===== config.mk =====
export PLATFORM = sky130hd
export DESIGN_NAME = pipelined_fp_adder
export DESIGN_NICKNAME = d
export VERILOG_FILES = /design/src/rtl/pipelined_fp_adder.sv
export SDC_FILE = /design/constraint.sdc
export NUM_CORES = 1
export LEC_CHECK = 0
export CORE_MARGIN = 5
export CORE_UTILIZATION = 60
export DETAILED_ROUTE_END_ITERATION = 8
export PLACE_DENSITY = 0.8
export SLEW_MARGIN = 20
export SYNTH_ARGS = -nofsm -noshare
export SYNTH_HDL_FRONTEND = slang
export SYNTH_SLANG_ARGS = --single-unit

===== constraint.sdc =====
create_clock -name clk -period 5.8 [get_ports clk]
set_input_delay 0.58 -clock clk [delete_from_list [all_inputs] [get_ports clk]]
set_output_delay 0.58 -clock clk [all_outputs]
set_load 0.1 [all_outputs]

===== src/rtl/pipelined_fp_adder.sv =====
// pipelined_fp_adder: 4-stage floating-point adder/subtractor with a valid/ready
// stream interface. Number format is {exception, sign, exponent, fraction} with a
// hidden leading 1 for normal numbers. Stages: unpack/swap, align/add,
// normalise, round/pack. All stages advance together when the output slot is
// free or being consumed.
module pipelined_fp_adder #(
  parameter int size_mantissa        = 24,
  parameter int size_exponent        = 8,
  parameter int size_exception_field = 2,
  parameter int size_counter         = 5,
  parameter int tag_width            = 4,
  parameter int size = size_mantissa + size_exponent + size_exception_field
) (
  input  logic                 clk,
  input  logic                 rst,
  input  logic                 in_valid,
  output logic                 in_ready,
  input  logic                 sub,
  input  logic [size-1:0]      a_number_i,
  input  logic [size-1:0]      b_number_i,
  input  logic [tag_width-1:0] tag_i,
  output logic                 out_valid,
  input  logic                 out_ready,
  output logic [size-1:0]      resulted_number_o,
  output logic [tag_width-1:0] tag_o
);

  localparam int M  = size_mantissa;
  localparam int E  = size_exponent;
  localparam int X  = size_exception_field;
  localparam int W  = M + 3;  // mantissa plus guard, round, sticky
  localparam int EW = E + 2;  // signed exponent width used after normalisation

  localparam logic [X-1:0] EXC_ZERO   = X'(2'd0);
  localparam logic [X-1:0] EXC_NORMAL = X'(2'd1);
  localparam logic [X-1:0] EXC_INF    = X'(2'd2);
  localparam logic [X-1:0] EXC_NAN    = X'(2'd3);

  localparam logic [E-1:0]          SHIFT_ALL = E'(M + 2);
  localparam logic signed [EW-1:0]  EXP_ONE   = {{(EW-1){1'b0}}, 1'b1};
  localparam logic signed [EW-1:0]  EXP_ZERO  = {EW{1'b0}};
  localparam logic signed [EW-1:0]  EXP_MAX   = {2'b00, {E{1'b1}}};

  function automatic logic [size-1:0] pack(input logic [X-1:0] exc, input logic s,
                                           input logic [E-1:0] e, input logic [M-2:0] f);
    return {exc, s, e, f};
  endfunction

  // Leading-zero count; the highest set bit wins because it is visited last.
  function automatic logic [size_counter-1:0] lzc(input logic [W-1:0] v);
    logic [size_counter-1:0] cnt;
    cnt = size_counter'(W);
    for (int i = 0; i < W; i++) begin
      cnt = v[i] ? size_counter'(W - 1 - i) : cnt;
    end
    return cnt;
  endfunction

  logic advance;

  logic [X-1:0] exc_a, exc_b;
  logic         sgn_a, sgn_b, sgn_b_eff;
  logic [E-1:0] exp_a, exp_b;
  logic [M-2:0] frc_a, frc_b;

  logic                 s1_valid_d, s1_valid_q;
  logic [tag_width-1:0] s1_tag_d, s1_tag_q;
  logic                 s1_sign_d, s1_sign_q;
  logic                 s1_eff_op_d, s1_eff_op_q;
  logic [E-1:0]         s1_exp_x_d, s1_exp_x_q;
  logic [M-1:0]         s1_mant_x_d, s1_mant_x_q;
  logic [M-1:0]         s1_mant_y_d, s1_mant_y_q;
  logic [E-1:0]         s1_shift_d, s1_shift_q;
  logic                 s1_special_d, s1_special_q;
  logic [size-1:0]      s1_spec_num_d, s1_spec_num_q;

  logic [W-1:0]         x_field, y_field, y_aligned;
  logic [2*W-1:0]       y_wide;

  logic                 s2_valid_q;
  logic [tag_width-1:0] s2_tag_q;
  logic                 s2_sign_q;
  logic [E-1:0]         s2_exp_x_q;
  logic [W:0]           s2_sum_d, s2_sum_q;
  logic                 s2_special_q;
  logic [size-1:0]      s2_spec_num_q;

  logic [size_counter-1:0] lz;
  logic signed [EW-1:0]    exp_ext, lz_ext;

  logic                 s3_valid_q;
  logic [tag_width-1:0] s3_tag_q;
  logic                 s3_sign_q;
  logic signed [EW-1:0] s3_exp_d, s3_exp_q;
  logic [W-1:0]         s3_norm_d, s3_norm_q;
  logic                 s3_zero_d, s3_zero_q;
  logic                 s3_special_q;
  logic [size-1:0]      s3_spec_num_q;

  logic                 round_up;
  logic [M:0]           mant_rnd;
  logic [M-2:0]         frac_fin;
  logic signed [EW-1:0] exp_fin;

  logic                 out_valid_d, out_valid_q;
  logic [size-1:0]      res_d, res_q;
  logic [tag_width-1:0] tag_d, tag_q;

  assign advance           = ~out_valid_q | out_ready;
  assign in_ready          = advance;
  assign out_valid         = out_valid_q;
  assign resulted_number_o = res_q;
  assign tag_o             = tag_q;

  // Stage 1: unpack, order operands by magnitude, resolve special operands.
  always_comb begin
    exc_a = a_number_i[size-1 -: X];
    sgn_a = a_number_i[size-1-X];
    exp_a = a_number_i[size-2-X -: E];
    frc_a = a_number_i[M-2:0];
    exc_b = b_number_i[size-1 -: X];
    sgn_b = b_number_i[size-1-X];
    exp_b = b_number_i[size-2-X -: E];
    frc_b = b_number_i[M-2:0];
    sgn_b_eff   = sgn_b ^ sub;
    s1_valid_d  = in_valid;
    s1_tag_d    = tag_i;
    s1_eff_op_d = sgn_a ^ sgn_b ^ sub;
    if ({exp_a, frc_a} >= {exp_b, frc_b}) begin
      s1_sign_d   = sgn_a;
      s1_exp_x_d  = exp_a;
      s1_mant_x_d = {1'b1, frc_a};
      s1_mant_y_d = {1'b1, frc_b};
      s1_shift_d  = exp_a - exp_b;
    end else begin
      s1_sign_d   = sgn_b_eff;
      s1_exp_x_d  = exp_b;
      s1_mant_x_d = {1'b1, frc_b};
      s1_mant_y_d = {1'b1, frc_a};
      s1_shift_d  = exp_b - exp_a;
    end
    s1_special_d  = 1'b1;
    s1_spec_num_d = {size{1'b0}};
    if (exc_a == EXC_NAN || exc_b == EXC_NAN) begin
      s1_spec_num_d = pack(EXC_NAN, 1'b0, {E{1'b0}}, {(M-1){1'b0}});
    end else if (exc_a == EXC_INF && exc_b == EXC_INF) begin
      s1_spec_num_d = s1_eff_op_d ? pack(EXC_NAN, 1'b0, {E{1'b0}}, {(M-1){1'b0}})
                                  : pack(EXC_INF, sgn_a, {E{1'b0}}, {(M-1){1'b0}});
    end else if (exc_a == EXC_INF) begin
      s1_spec_num_d = pack(EXC_INF, sgn_a, {E{1'b0}}, {(M-1){1'b0}});
    end else if (exc_b == EXC_INF) begin
      s1_spec_num_d = pack(EXC_INF, sgn_b_eff, {E{1'b0}}, {(M-1){1'b0}});
    end else if (exc_a == EXC_ZERO && exc_b == EXC_ZERO) begin
      s1_spec_num_d = pack(EXC_ZERO, sgn_a & sgn_b_eff, {E{1'b0}}, {(M-1){1'b0}});
    end else if (exc_a == EXC_ZERO) begin
      s1_spec_num_d = pack(exc_b, sgn_b_eff, exp_b, frc_b);
    end else if (exc_b == EXC_ZERO) begin
      s1_spec_num_d = a_number_i;
    end else begin
      s1_special_d  = 1'b0;
      s1_spec_num_d = {size{1'b0}};
    end
  end

  // Stage 1 register.
  always_ff @(posedge clk) begin
    if (rst) begin
      s1_valid_q <= 1'b0;  s1_tag_q <= '0;  s1_sign_q <= 1'b0;  s1_eff_op_q <= 1'b0;
      s1_exp_x_q <= '0;  s1_mant_x_q <= '0;  s1_mant_y_q <= '0;  s1_shift_q <= '0;
      s1_special_q <= 1'b0;  s1_spec_num_q <= '0;
    end else if (advance) begin
      s1_valid_q <= s1_valid_d;  s1_tag_q <= s1_tag_d;  s1_sign_q <= s1_sign_d;
      s1_eff_op_q <= s1_eff_op_d;  s1_exp_x_q <= s1_exp_x_d;  s1_mant_x_q <= s1_mant_x_d;
      s1_mant_y_q <= s1_mant_y_d;  s1_shift_q <= s1_shift_d;
      s1_special_q <= s1_special_d;  s1_spec_num_q <= s1_spec_num_d;
    end
  end

  // Stage 2: align the smaller operand (bits shifted out collapse into sticky), then add/subtract.
  always_comb begin
    x_field = {s1_mant_x_q, 3'b000};
    y_field = {s1_mant_y_q, 3'b000};
    y_wide  = {y_field, {W{1'b0}}} >> s1_shift_q;
    if (s1_shift_q >= SHIFT_ALL) begin
      y_aligned = {{(W-1){1'b0}}, 1'b1};
    end else begin
      y_aligned = y_wide[2*W-1:W] | {{(W-1){1'b0}}, |y_wide[W-1:0]};
    end
    if (s1_eff_op_q) begin
      s2_sum_d = {1'b0, x_field} - {1'b0, y_aligned};
    end else begin
      s2_sum_d = {1'b0, x_field} + {1'b0, y_aligned};
    end
  end

  // Stage 2 register.
  always_ff @(posedge clk) begin
    if (rst) begin
      s2_valid_q <= 1'b0;  s2_tag_q <= '0;  s2_sign_q <= 1'b0;  s2_exp_x_q <= '0;
      s2_sum_q <= '0;  s2_special_q <= 1'b0;  s2_spec_num_q <= '0;
    end else if (advance) begin
      s2_valid_q <= s1_valid_q;  s2_tag_q <= s1_tag_q;  s2_sign_q <= s1_sign_q;
      s2_exp_x_q <= s1_exp_x_q;  s2_sum_q <= s2_sum_d;
      s2_special_q <= s1_special_q;  s2_spec_num_q <= s1_spec_num_q;
    end
  end

  // Stage 3: normalise; a carry shifts right by one, otherwise shift out leading zeros.
  always_comb begin
    lz        = lzc(s2_sum_q[W-1:0]);
    exp_ext   = {2'b00, s2_exp_x_q};
    lz_ext    = EW'(lz);
    s3_zero_d = (s2_sum_q == {(W+1){1'b0}});
    if (s2_sum_q[W]) begin
      s3_norm_d = {s2_sum_q[W:2], s2_sum_q[1] | s2_sum_q[0]};
      s3_exp_d  = exp_ext + EXP_ONE;
    end else begin
      s3_norm_d = s2_sum_q[W-1:0] << lz;
      s3_exp_d  = exp_ext - lz_ext;
    end
  end

  // Stage 3 register.
  always_ff @(posedge clk) begin
    if (rst) begin
      s3_valid_q <= 1'b0;  s3_tag_q <= '0;  s3_sign_q <= 1'b0;  s3_exp_q <= '0;
      s3_norm_q <= '0;  s3_zero_q <= 1'b0;  s3_special_q <= 1'b0;  s3_spec_num_q <= '0;
    end else if (advance) begin
      s3_valid_q <= s2_valid_q;  s3_tag_q <= s2_tag_q;  s3_sign_q <= s2_sign_q;
      s3_exp_q <= s3_exp_d;  s3_norm_q <= s3_norm_d;  s3_zero_q <= s3_zero_d;
      s3_special_q <= s2_special_q;  s3_spec_num_q <= s2_spec_num_q;
    end
  end

  // Stage 4: round to nearest even, renormalise on mantissa overflow, classify and pack.
  always_comb begin
    round_up    = s3_norm_q[2] & (s3_norm_q[1] | s3_norm_q[0] | s3_norm_q[3]);
    mant_rnd    = {1'b0, s3_norm_q[W-1:3]} + {{M{1'b0}}, round_up};
    out_valid_d = s3_valid_q;
    tag_d       = s3_tag_q;
    if (mant_rnd[M]) begin
      frac_fin = mant_rnd[M-1:1];
      exp_fin  = s3_exp_q + EXP_ONE;
    end else begin
      frac_fin = mant_rnd[M-2:0];
      exp_fin  = s3_exp_q;
    end
    if (s3_special_q) begin
      res_d = s3_spec_num_q;
    end else if (s3_zero_q) begin
      res_d = pack(EXC_ZERO, 1'b0, {E{1'b0}}, {(M-1){1'b0}});
    end else if (exp_fin >= EXP_MAX) begin
      res_d = pack(EXC_INF, s3_sign_q, {E{1'b0}}, {(M-1){1'b0}});
    end else if (exp_fin <= EXP_ZERO) begin
      res_d = pack(EXC_ZERO, s3_sign_q, {E{1'b0}}, {(M-1){1'b0}});
    end else begin
      res_d = pack(EXC_NORMAL, s3_sign_q, exp_fin[E-1:0], frac_fin);
    end
  end

  // Output register; holds steady while the consumer stalls.
  always_ff @(posedge clk) begin
    if (rst) begin
      out_valid_q <= 1'b0;  res_q <= '0;  tag_q <= '0;
    end else if (advance) begin
      out_valid_q <= out_valid_d;  res_q <= res_d;  tag_q <= tag_d;
    end
  end

endmodule


==> parameters.txt <==
Parameter                              Value

STA
  Hold slack final ... 0.438 ns
  Worst clock skew ... 0.0326 ns
  Unrepaired setup endpoints after global routing ... false
  Final worst-path cycle share ... 0.900
  Final sum of negative setup slack ... 0 ns
  Max Slew Vio Count ... 0
  Final setup vio count ... 0
  Post-layout minimum cycle time ... 5.22 ns
  Worst slew pin tran ... 1.08 ns
  Count of final hold-check violations ... 0
  Max-slew headroom at the worst pin ... 0.281
  Maximum clock rate ... 192 MHz

Route
  TritonRoute pass-1 iters ... 6
  Final ANT Viol Nets ... 0
  Initial detailed-routing violation count ... 2470
  Via density per instance ... 6.58
  Remaining routing DRC violations ... 0
  DR vias ... 20400
  Total Wirelength ... 67500 µm
  Avg WL per Cell ... 21.8 µm

Global route
  Number of global-route vias before repair ... 18500
  Global-route wire length before repair ... 105000 µm
  Pin count of the biggest net entering global routing ... 200
  Number of antenna violations at the first check in global routing ... 0
  Global route overflow ... 0
  Total track usage ... 0.339

Clocking
  Clock slew at the register clock pins of the worst setup and hold paths ... 0.06 ns
  Sink Count ... 300
  CTS buffer count ... 31
  H-tree levels ... 1
  Number of resized instances in the post-cts repair step ... 0
  Root buf cell ... sky130_fd_sc_hd__clkbuf_16
  Number of buffers inserted by hold repair at cts ... 0
  Number of buffers between clock root and the deepest sink ... 3
  Post CTS Setup Buffer Count ... 0
  TritonCTS clock tree ... yes
  Clock Latency Late Sink ... 0.59 ns

Setup path
  Critical Path End Type ... flop
  Largest incremental delay on the critical path ... 0.84 ns
  Kind of start point of the critical path ... flop
  Critical-path maximum fanout ... 29
  Critical path buffers and inverters ... 3
  Cell with the largest stage delay on the worst path ... sky130_fd_sc_hd__dfxtp_2
  Kind of critical path ... flop to flop
  CP delay by family, top ... compound AO/OA/AOI/OAI gates
  Worst Path Arrival ... 5.71 ns
  CP Data Required Time ... 6.29 ns
  CP Cell Sequence ... buf_4 > mux4_2 > a22o_1 > o21ai_0 > o22ai_1 > nand2_1 > inv_1 > ha_1 > inv_1 > fa_1 > nor2_1 > o311a_1 > o221a_2 > o221ai_1 > a21oi_1 > o22ai_1 > o41a_1 > nand2_1 > and3_1 > nor3_1 > mux2i_1 > a32o_1

Synthesis
  Library cells used by synthesis ... 96
  Cell area after synthesis ... 0.0202 mm²
  Sequential element share of the synthesized area ... 0.297
  Average size of a mapped cell ... 7.63 µm²
  Synthesized netlist net count ... 2828
  Count of state elements after synthesis ... 300
  Proportion of register bits with asynchronous set or reset after synthesis ... 0
  Number of standard cells after synthesis ... 2651
  Warnings from Yosys ... 0
  Most used flip-flop cell after synthesis ... sky130_fd_sc_hd__dfxtp_1
  EDFF count, synth ... 0

Floorplan
  Effective utilization at floorplan ... 0.605
  Horiz. Die Dim ... 194 µm
  Total core area ... 0.0334 mm²
  Die Outline Area ... 0.0375 mm²
  Number of rows in the core area ... 67
  Number of top-level pins ... 117
  Die outline height ... 194 µm

Final layout
  Post-route design area ... 0.0225 mm²
  Final std cells w/o fill ... 3097
  Highest-count cells in the layout ignoring fill and taps ... sky130_fd_sc_hd__nand2_1, sky130_fd_sc_hd__dfxtp_1, sky130_fd_sc_hd__a21oi_1
  Count of nets after finishing ... 2805
  Most common cell after layout, fill and taps aside ... sky130_fd_sc_hd__nand2_1
  Number of diodes added for antenna fixing ... 0
  Share of layout cells above drive strength 1 ... 0.0619
  Growth of design area from synthesis to finish ... 11.2%

Placed design
  Number of buffer cells added on primary ports ... 116
  DP HPWL ... 49800 µm
  GPL Wtd Cong ... 0.975
  Placed cell areas ... 0.0214 mm²
  Number of cells after detailed placement ... 3043

Min path
  Tightest Hold Check Type ... flop to flop

Pwr
  Power density over the cells ... 364 mW/mm²
  Total power ... 8190 µW
  Static Leak ... 0.00900 µW
  Worst-case vdd ir drop ... 0.282 mV

Job
  Max-cap violation count ... 0

Outcome
  Outcome ... finished, final reports clean
stage by stage:
stage               utilization  setup slack, ns
floorplan                     -             1.53
detailed placement        0.641            0.626
global placement          0.641            0.660
CTS                       0.672            0.629
global route              0.672            0.209
finish                    0.672            0.580
tightest hold or removal path: cells and delay by family, from the launching register on:
kind               cells  cell delay [ns]
AOI/OAI and AO/OA      1             0.05
and+or+nand+nor        1             0.05
DFF                    1             0.31
final timing paths:
path	startpoint	to	slack, ns	depth (start not counted)
max	s1_shift_q[0]$_SDFFE_PP0P_	s2_sum_q[25]$_SDFFE_PP0P_	0.58	22
min	s1_sign_q$_SDFFE_PP0P_	s2_sign_q$_SDFFE_PP0P_	0.44	2
max reg2reg	s1_shift_q[0]$_SDFFE_PP0P_	s2_sum_q[25]$_SDFFE_PP0P_	0.58	22
min reg2reg	s1_sign_q$_SDFFE_PP0P_	s2_sign_q$_SDFFE_PP0P_	0.44	2
metal layers:
layer / global-route usage / part of all wire / vias to the layer above
met2: 0.533 / 0.45 / 1078
met3: 0.0376 / 0.081 / 190
li1: - / - / 9478
met5: 0 / 0 / -
met1: 0.480 / 0.42 / 9645
met4: 0.135 / 0.048 / 0
cells in the mapped netlist, drive strengths merged (19+ instances only):
master	number	share of area
ha	96	0.059
nand4	30	0.0093
mux2i	100	0.050
nor2b	20	0.0062
mux2	24	0.013
dfxtp	300	0.30
nor3	49	0.013
a21oi	278	0.069
xor2	25	0.011
xnor2	39	0.017
nand2b	25	0.0077
a22oi	51	0.019
a221oi	24	0.010
a21o	21	0.0078
o21ai	150	0.037
clkbuf	171	0.032
buf	35	0.0094
a31oi	19	0.0066
a22o	43	0.019
nor2	270	0.050
a211oi	92	0.035
nand2	351	0.065
nand3	35	0.0087
inv	119	0.022
state kept, by name, summed over array words and instances, names as in the netlist, 4 cells and up:
signal             flops
resulted_number_o     34
s1_spec_num_q         34
s2_spec_num_q         34
s3_spec_num_q         34
s2_sum_q              28
s3_norm_q             27
s1_mant_x_q           24
s1_mant_y_q           23
s3_exp_q              10
s1_exp_x_q             8
s1_shift_q             8
s2_exp_x_q             8
s1_tag_q               4
s2_tag_q               4
s3_tag_q               4
tag_o                  4
where the power goes:
part	switching (µW)	total [µW]	internal (µW)	leakage [µW]
clock	841	2040	1200	0.000496
combinational	2140	3440	1290	0.00605
sequential	399	2700	2310	0.00246
total	3390	8190	4800	0.00900
cell type report:
cell class	count	area, µm²
Clock buffer	42	847
Multi-Input combinational cell	2024	12900
Inverter	121	462
Fill cell	2842	11000
Tap cell	448	561
Sequential cell	300	6010
Clock inverter	12	190
Timing Repair Buffer	150	1470
kinds of logic (layout without fill, tap and decap cells):
| family | after synthesis | count (layout) | synth area share |
|---|---|---|---|
| AND/OR/NAND/NOR | 885 | 885 | 0.197 |
| AO/OA/AOI/OAI | 833 | 833 | 0.268 |
| buffers and inverters | 327 | 325 | 0.0637 |
| flip-flops | 300 | 300 | 0.297 |
| multiplexers | 142 | 142 | 0.0831 |
| adder cells (fa/ha/maj) | 100 | 100 | 0.0633 |
| XOR/XNOR | 64 | 64 | 0.0277 |
No activity file was read; power rests on OpenSTA's default activity.
